**config.mk**
```make
export PLATFORM = sky130hd
export DESIGN_NAME = period_meter
export DESIGN_NICKNAME = d
export VERILOG_FILES = /design/src/rtl/period_meter.sv
export SDC_FILE = /design/constraint.sdc
export NUM_CORES = 1
export LEC_CHECK = 0
export CELL_PAD_IN_SITES_DETAIL_PLACEMENT = 1
export CELL_PAD_IN_SITES_GLOBAL_PLACEMENT = 1
export CORE_MARGIN = 4
export CORE_UTILIZATION = 41
export CTS_CLUSTER_SIZE = 10
export DETAILED_ROUTE_END_ITERATION = 12
export GPL_ROUTABILITY_DRIVEN = 0
export PLACE_DENSITY = 0.81
export SLEW_MARGIN = 20
export SYNTH_ARGS = -nofsm -noshare
export SYNTH_HDL_FRONTEND = slang
export SYNTH_SLANG_ARGS = --single-unit
```
**constraint.sdc**
```tcl
create_clock -name clk_in -period 2.7 [get_ports clk_in]
set_clock_uncertainty 0.15 [all_clocks]
set_input_delay 0.81 -clock clk_in [delete_from_list [all_inputs] [get_ports clk_in]]
set_output_delay 0.81 -clock clk_in [all_outputs]
set_load 0.03 [all_outputs]
```
**src/rtl/period_meter.sv**
```systemverilog
// period_meter: measures sig_in period in clk_in cycles; PERIOD_METER_HIGH_TIME_EN adds high_out
module period_meter #(
  parameter int N = 32
) (
  input  logic         clk_in,
  input  logic         rst,
  input  logic         en,
  input  logic         sig_in,
  output logic [N-1:0] period_out,
  output logic         period_valid,
  output logic         overflow
`ifdef PERIOD_METER_HIGH_TIME_EN
  ,
  output logic [N-1:0] high_out
`endif
);
  typedef enum logic {ARM, MEASURE} state_e;
  localparam logic [N-1:0] MAX = '1;
  localparam logic [N-1:0] ONE = N'(1);
  state_e state_q, state_d;
  logic s1_q, s2_q, s3_q;
  logic rise, report, ovf_set;
  logic [N-1:0] cnt_q, cnt_d, period_q, period_d;
  logic valid_q, valid_d, ovf_q, ovf_d;
  assign rise = s2_q & ~s3_q;
  // synchronizer and edge-detect history
  always_ff @(posedge clk_in) begin
    if (rst) {s1_q, s2_q, s3_q} <= '0;
    else {s1_q, s2_q, s3_q} <= {sig_in, s1_q, s2_q};
  end
  // state register
  always_ff @(posedge clk_in) begin
    if (rst) state_q <= ARM;
    else state_q <= state_d;
  end
  // next state: en low always drops back to ARM, a rise beats saturation
  always_comb begin
    state_d = state_q == ARM ? (rise && en ? MEASURE : ARM)
                             : (!en || (!rise && cnt_q == MAX) ? ARM : MEASURE);
  end
  // FSM outputs: report on a rise while measuring, flag a saturated period
  always_comb begin
    report = state_q == MEASURE && en && rise;
    ovf_set = state_q == MEASURE && en && !rise && cnt_q == MAX;
  end
  // datapath next values: counter restarts at 1 on a rise and never wraps
  always_comb begin
    cnt_d = rise ? ONE : (cnt_q == MAX ? MAX : cnt_q + ONE);
    period_d = report ? cnt_q : period_q;
    valid_d = report;
    ovf_d = ovf_q | ovf_set;
  end
  // datapath registers
  always_ff @(posedge clk_in) begin
    if (rst) begin
      cnt_q <= '0;
      period_q <= '0;
      valid_q <= 1'b0;
      ovf_q <= 1'b0;
    end else begin
      cnt_q <= cnt_d;
      period_q <= period_d;
      valid_q <= valid_d;
      ovf_q <= ovf_d;
    end
  end
  assign period_out = period_q;
  assign period_valid = valid_q;
  assign overflow = ovf_q;
`ifdef PERIOD_METER_HIGH_TIME_EN
  logic [N-1:0] hcnt_q, hcnt_d, high_q, high_d;
  // high-time counter restarts at the current level on a rise and saturates
  always_comb begin
    hcnt_d = rise ? N'(s2_q) : (hcnt_q == MAX ? MAX : hcnt_q + N'(s2_q));
    high_d = report ? hcnt_q : high_q;
  end
  // high-time registers
  always_ff @(posedge clk_in) begin
    if (rst) begin
      hcnt_q <= '0;
      high_q <= '0;
    end else begin
      hcnt_q <= hcnt_d;
      high_q <= high_d;
    end
  end
  assign high_out = high_q;
`endif
endmodule

```
# Word-level counts from Yosys, hierarchy flattened

Index checks and enable logic that the tools add are counted.

Add/sub/neg operators: 1
Equal/unequal tests: 1
Mux-type cells: 5
Bitwise gates (word level): 3
Reductions and logical operators: 10

Operators with widths:

| operator              | number |
|---|---|
| $add 32x1->32 const B | 1 |
| $eq 32x32->1 const B  | 1 |
| $mux 32               | 1 |
| $logic_and 1x1->1     | 6 |
| $mux 1                | 4 |
| $logic_not 1->1       | 2 |
| $reduce_or 2->1       | 1 |
| $and 1x1->1           | 1 |
| $logic_or 1x1->1      | 1 |
| $not 1->1             | 1 |
| $or 1x1->1            | 1 |

Register bits after elaboration: 70
Input port bits: 4
Output and inout port bits: 34
Logic and storage cells: 29

# Longest topological paths before layout

Depth after elaboration: 7
Mapped depth: 6
Gate-level depth less buffers: 5

# Least setup slack after synthesis

Ideal clock, no wire load.

Kind: in2reg
Start point: in rst
End point: reg valid_q (netlist: period_valid)
Data arrival time: 1.700 ns
Required time: 2.422 ns
Setup slack: 0.723 ns
Cell stages on the path: 4
Path through: clkbuf_1 > clkbuf_1 > clkbuf_1 > nor2_1

RTL lines:

| what                   | line | text |
|---|---|---|
| start: declaration     | 6    | `input logic rst,` |
| end signal: assignment | 63   | `valid_q <= valid_d;` |
| end: declaration       | 24   | `logic valid_q, valid_d, ovf_q, ovf_d;` |

No word-level cell between the ends.

# Final worst setup path

Start point: reg period_q[28] (netlist: period_out[28])
End point: out period_out[28]

RTL lines:

| what                     | line | text |
|---|---|---|
| start: declaration       | 23   | `logic [N-1:0] cnt_q, cnt_d, period_q, period_d;` |
| start signal: assignment | 62   | `period_q <= period_d;` |
| end: declaration         | 9    | `output logic [N-1:0] period_out,` |

No word-level cell between the ends.

==> impl_metrics.json <==
{
  "status": "finished clean",
  "cts.sinks": 70,
  "ios": 38,
  "cts_hold_buffers": 0,
  "power_leakage_nw": 1.17,
  "worstMarginPinSlew_ps": 846,
  "cp_max_fo": 2,
  "path_delay_family": "buffers and inverters",
  "syn_to_final_growth_pct": 21.0,
  "crit_cells": 1,
  "hold_slack_ps": 303,
  "final_nets": 393,
  "grt-ovfl-total": 0,
  "r2r_start": "cnt_q[4]",
  "die-area_um2": 8740,
  "crit_arrival_ps": 1370,
  "powerDensity_nw_per_um2": 506,
  "r2r_end": "cnt_q[30]",
  "r2r_slack_ps": 520,
  "rsz0062_at_grt": "false",
  "cts_buffers": 9,
  "die_w_um": 93.5,
  "clkLatencyLatePin_ps": 340,
  "path_buf_inv": 1,
  "crit_path_end": "period_out[28]",
  "drt_iter0_markers": 85,
  "place_ws_ps": 197,
  "syn_nets": 359,
  "postRouteAntennaNets": 0,
  "critPathSlowestCell": "clkdlybuf4s50_1",
  "yosys.area.top_type": "dfxtp_1",
  "htreeDepth": 3,
  "seq_area_frac_synth_pct": 46.7,
  "dp_hpwl_mm": 5.50,
  "synth.top_cell.area_share_pct": 46.7,
  "synth_area_leaders": "dfxtp_1 (47%), nand2_1 (9.6%), a21oi_1 (7.5%)",
  "wl_per_cell_um": 16.0,
  "cts_root_buf": "clkbuf_8",
  "maxSlewHeadroom_pct": 43.5,
  "dr.pass1.iters": 4,
  "synthFlopType": "dfxtp_1",
  "ff2ff_path_depth": 4,
  "vias": 2710,
  "core-area_um2": 6940,
  "synth_cell_type_count": 41,
  "drive_gt1_share_pct": 8.67,
  "finalCriticalPeriod_ps": 2330,
  "vias_per_cell": 5.55,
  "tns_ps": 0,
  "grt_pass1_wl_mm": 13.7,
  "grt_max_degree": 24,
  "crit_chain": "clkdlybuf4s50_1",
  "cp-start-kind": "register",
  "ctsResizeCount": 0,
  "cts_setup_buffers": 0,
  "synth_edf_count": 0,
  "fmax_mhz": 429,
  "cp_data_required_time_ps": 1740,
  "power.total_mw": 1.84,
  "path_class": "register to output pin",
  "die_h_um": 93.5,
  "netlist_area_um2": 3000,
  "maxCapViolCount": 0,
  "clk_path_buf_depth": 2,
  "syn_inst": 354,
  "cts_tree": "yes",
  "routed_wl_mm": 7.81,
  "hold_viol": 0,
  "final-setup-viol-count": 0,
  "critPathCaptureType": "output pin",
  "post-route-period-util_pct": 86.4,
  "numPortBuffers": 37,
  "clk_pin_slew_ps": 70,
  "grt_pass1_vias": 2807,
  "slew_violations": 0,
  "ys_ff_latch": 70,
  "grt_usage_pct": 19.4,
  "final_core_util_pct": 52.2,
  "synthArstFlopShare_pct": 0,
  "fp-row-count": 30,
  "antennaDiodeCount": 0,
  "critPathLaunch": "period_out[28]",
  "max_stage_delay_ps": 690,
  "initial_core_util_pct": 43.2,
  "drc": 0,
  "antenna_found_initial": 0,
  "syn_avg_cell_area_um2": 8.47,
  "ys_warn_count": 0,
  "peakVddDrop_uv": 281,
  "worst_slack_ps": 368,
  "hp-class": "register to register"
}
==> worst min-delay path by stage <==
| stage | slack, ps | cells after the start | to | from |
|---|---|---|---|---|
| 2_1_floorplan | 260 | 1 | s2_q | s1_q |
| 3_3_place_gp | 270 | 1 | s2_q | s1_q |
| 3_5_place_dp | 270 | 1 | s2_q | s1_q |
| 4_1_cts | 300 | 1 | s2_q | s1_q |
| 5_1_grt | 320 | 2 | period_out[19] | period_out[19] |
| 6_report | 300 | 1 | s2_q | s1_q |
==> registers in the layout, indices dropped and copies added, names as in the netlist <==
| name | count |
|---|---|
| cnt_q | 32 |
| overflow | 1 |
| period_out | 32 |
| period_valid | 1 |
| s1_q | 1 |
| s2_q | 1 |
| s3_q | 1 |
| state_q | 1 |
==> where the power goes <==
group / switching, mW / internal, mW / leakage (nW)
combinational: 0.0301 / 0.0177 / 0.523
clock: 0.366 / 0.379 / 0.0865
sequential: 0.00617 / 1.04 / 0.565
==> placed cells by master, fill, tap and decap left out, types with 6 or more instances in the layout <==
master            n
dfxtp_1          70
nand4_1          12
nor2b_1           6
clkbuf_8         11
a31oi_1          10
or4_1             6
a21oi_1          45
nor3_1            7
buf_4            12
or4b_1            7
nand3_1          16
o31ai_1           6
nor4_1            7
nand2_1          77
xnor2_1           7
clkdlybuf4s50_1  37
==> kinds of logic after synthesis <==
kind of cell | Yosys count | share of synthesized area [%]
XOR/XNOR | 10 | 2.92
adder cells (fa/ha/maj) | 1 | 0.417
AO/OA/AOI/OAI | 80 | 15.9
flip-flops | 70 | 46.7
buffers and inverters | 30 | 4.47
AND/OR/NAND/NOR | 163 | 29.5
==> routing by layer <==
metal	wire length, µm	vias to the layer above	GRT usage (%)
met5	0	-	0
met4	166	0	8.42
met3	204	15	3.46
met2	3760	39	32.2
met1	3680	1312	24.6
li1	-	1344	-
==> synth_stat cells (2+ instances only) <==
cell type	n
nand4_1	12
a31o_2	2
nor4_1	7
nor2b_1	6
or4_1	6
a21oi_1	45
o311ai_1	5
or4b_1	7
and4_1	5
dfxtp_1	70
nand3_2	3
or2_2	2
nand2_1	77
xor2_1	3
xnor2_1	7
clkbuf_1	16
o21ai_0	5
inv_1	4
o31ai_1	6
o21a_1	2
and2_1	2
a31oi_1	10
and3_1	4
nor3_1	7
nor2_1	3
buf_2	8
nand3_1	16
==> through the flow <==
step / cell area [µm²] / instances
floorplan: 3000 / 354
global placement: 3460 / 473
detailed placement: 3460 / 473
CTS: 3630 / 488
global route: 3630 / 488
finish: 3630 / 488
==> area by class of cell <==
type                    count  area, µm²
repair buffers             49        460
clock buffers              14        163
multi-input cells         254       1460
inverters                   4       15.0
clock inverters             1       5.00
fillers                   835       3320
well taps                  96        120
flip-flops and latches     70       1400
Note: power is estimated with default switching activity, not from simulation.
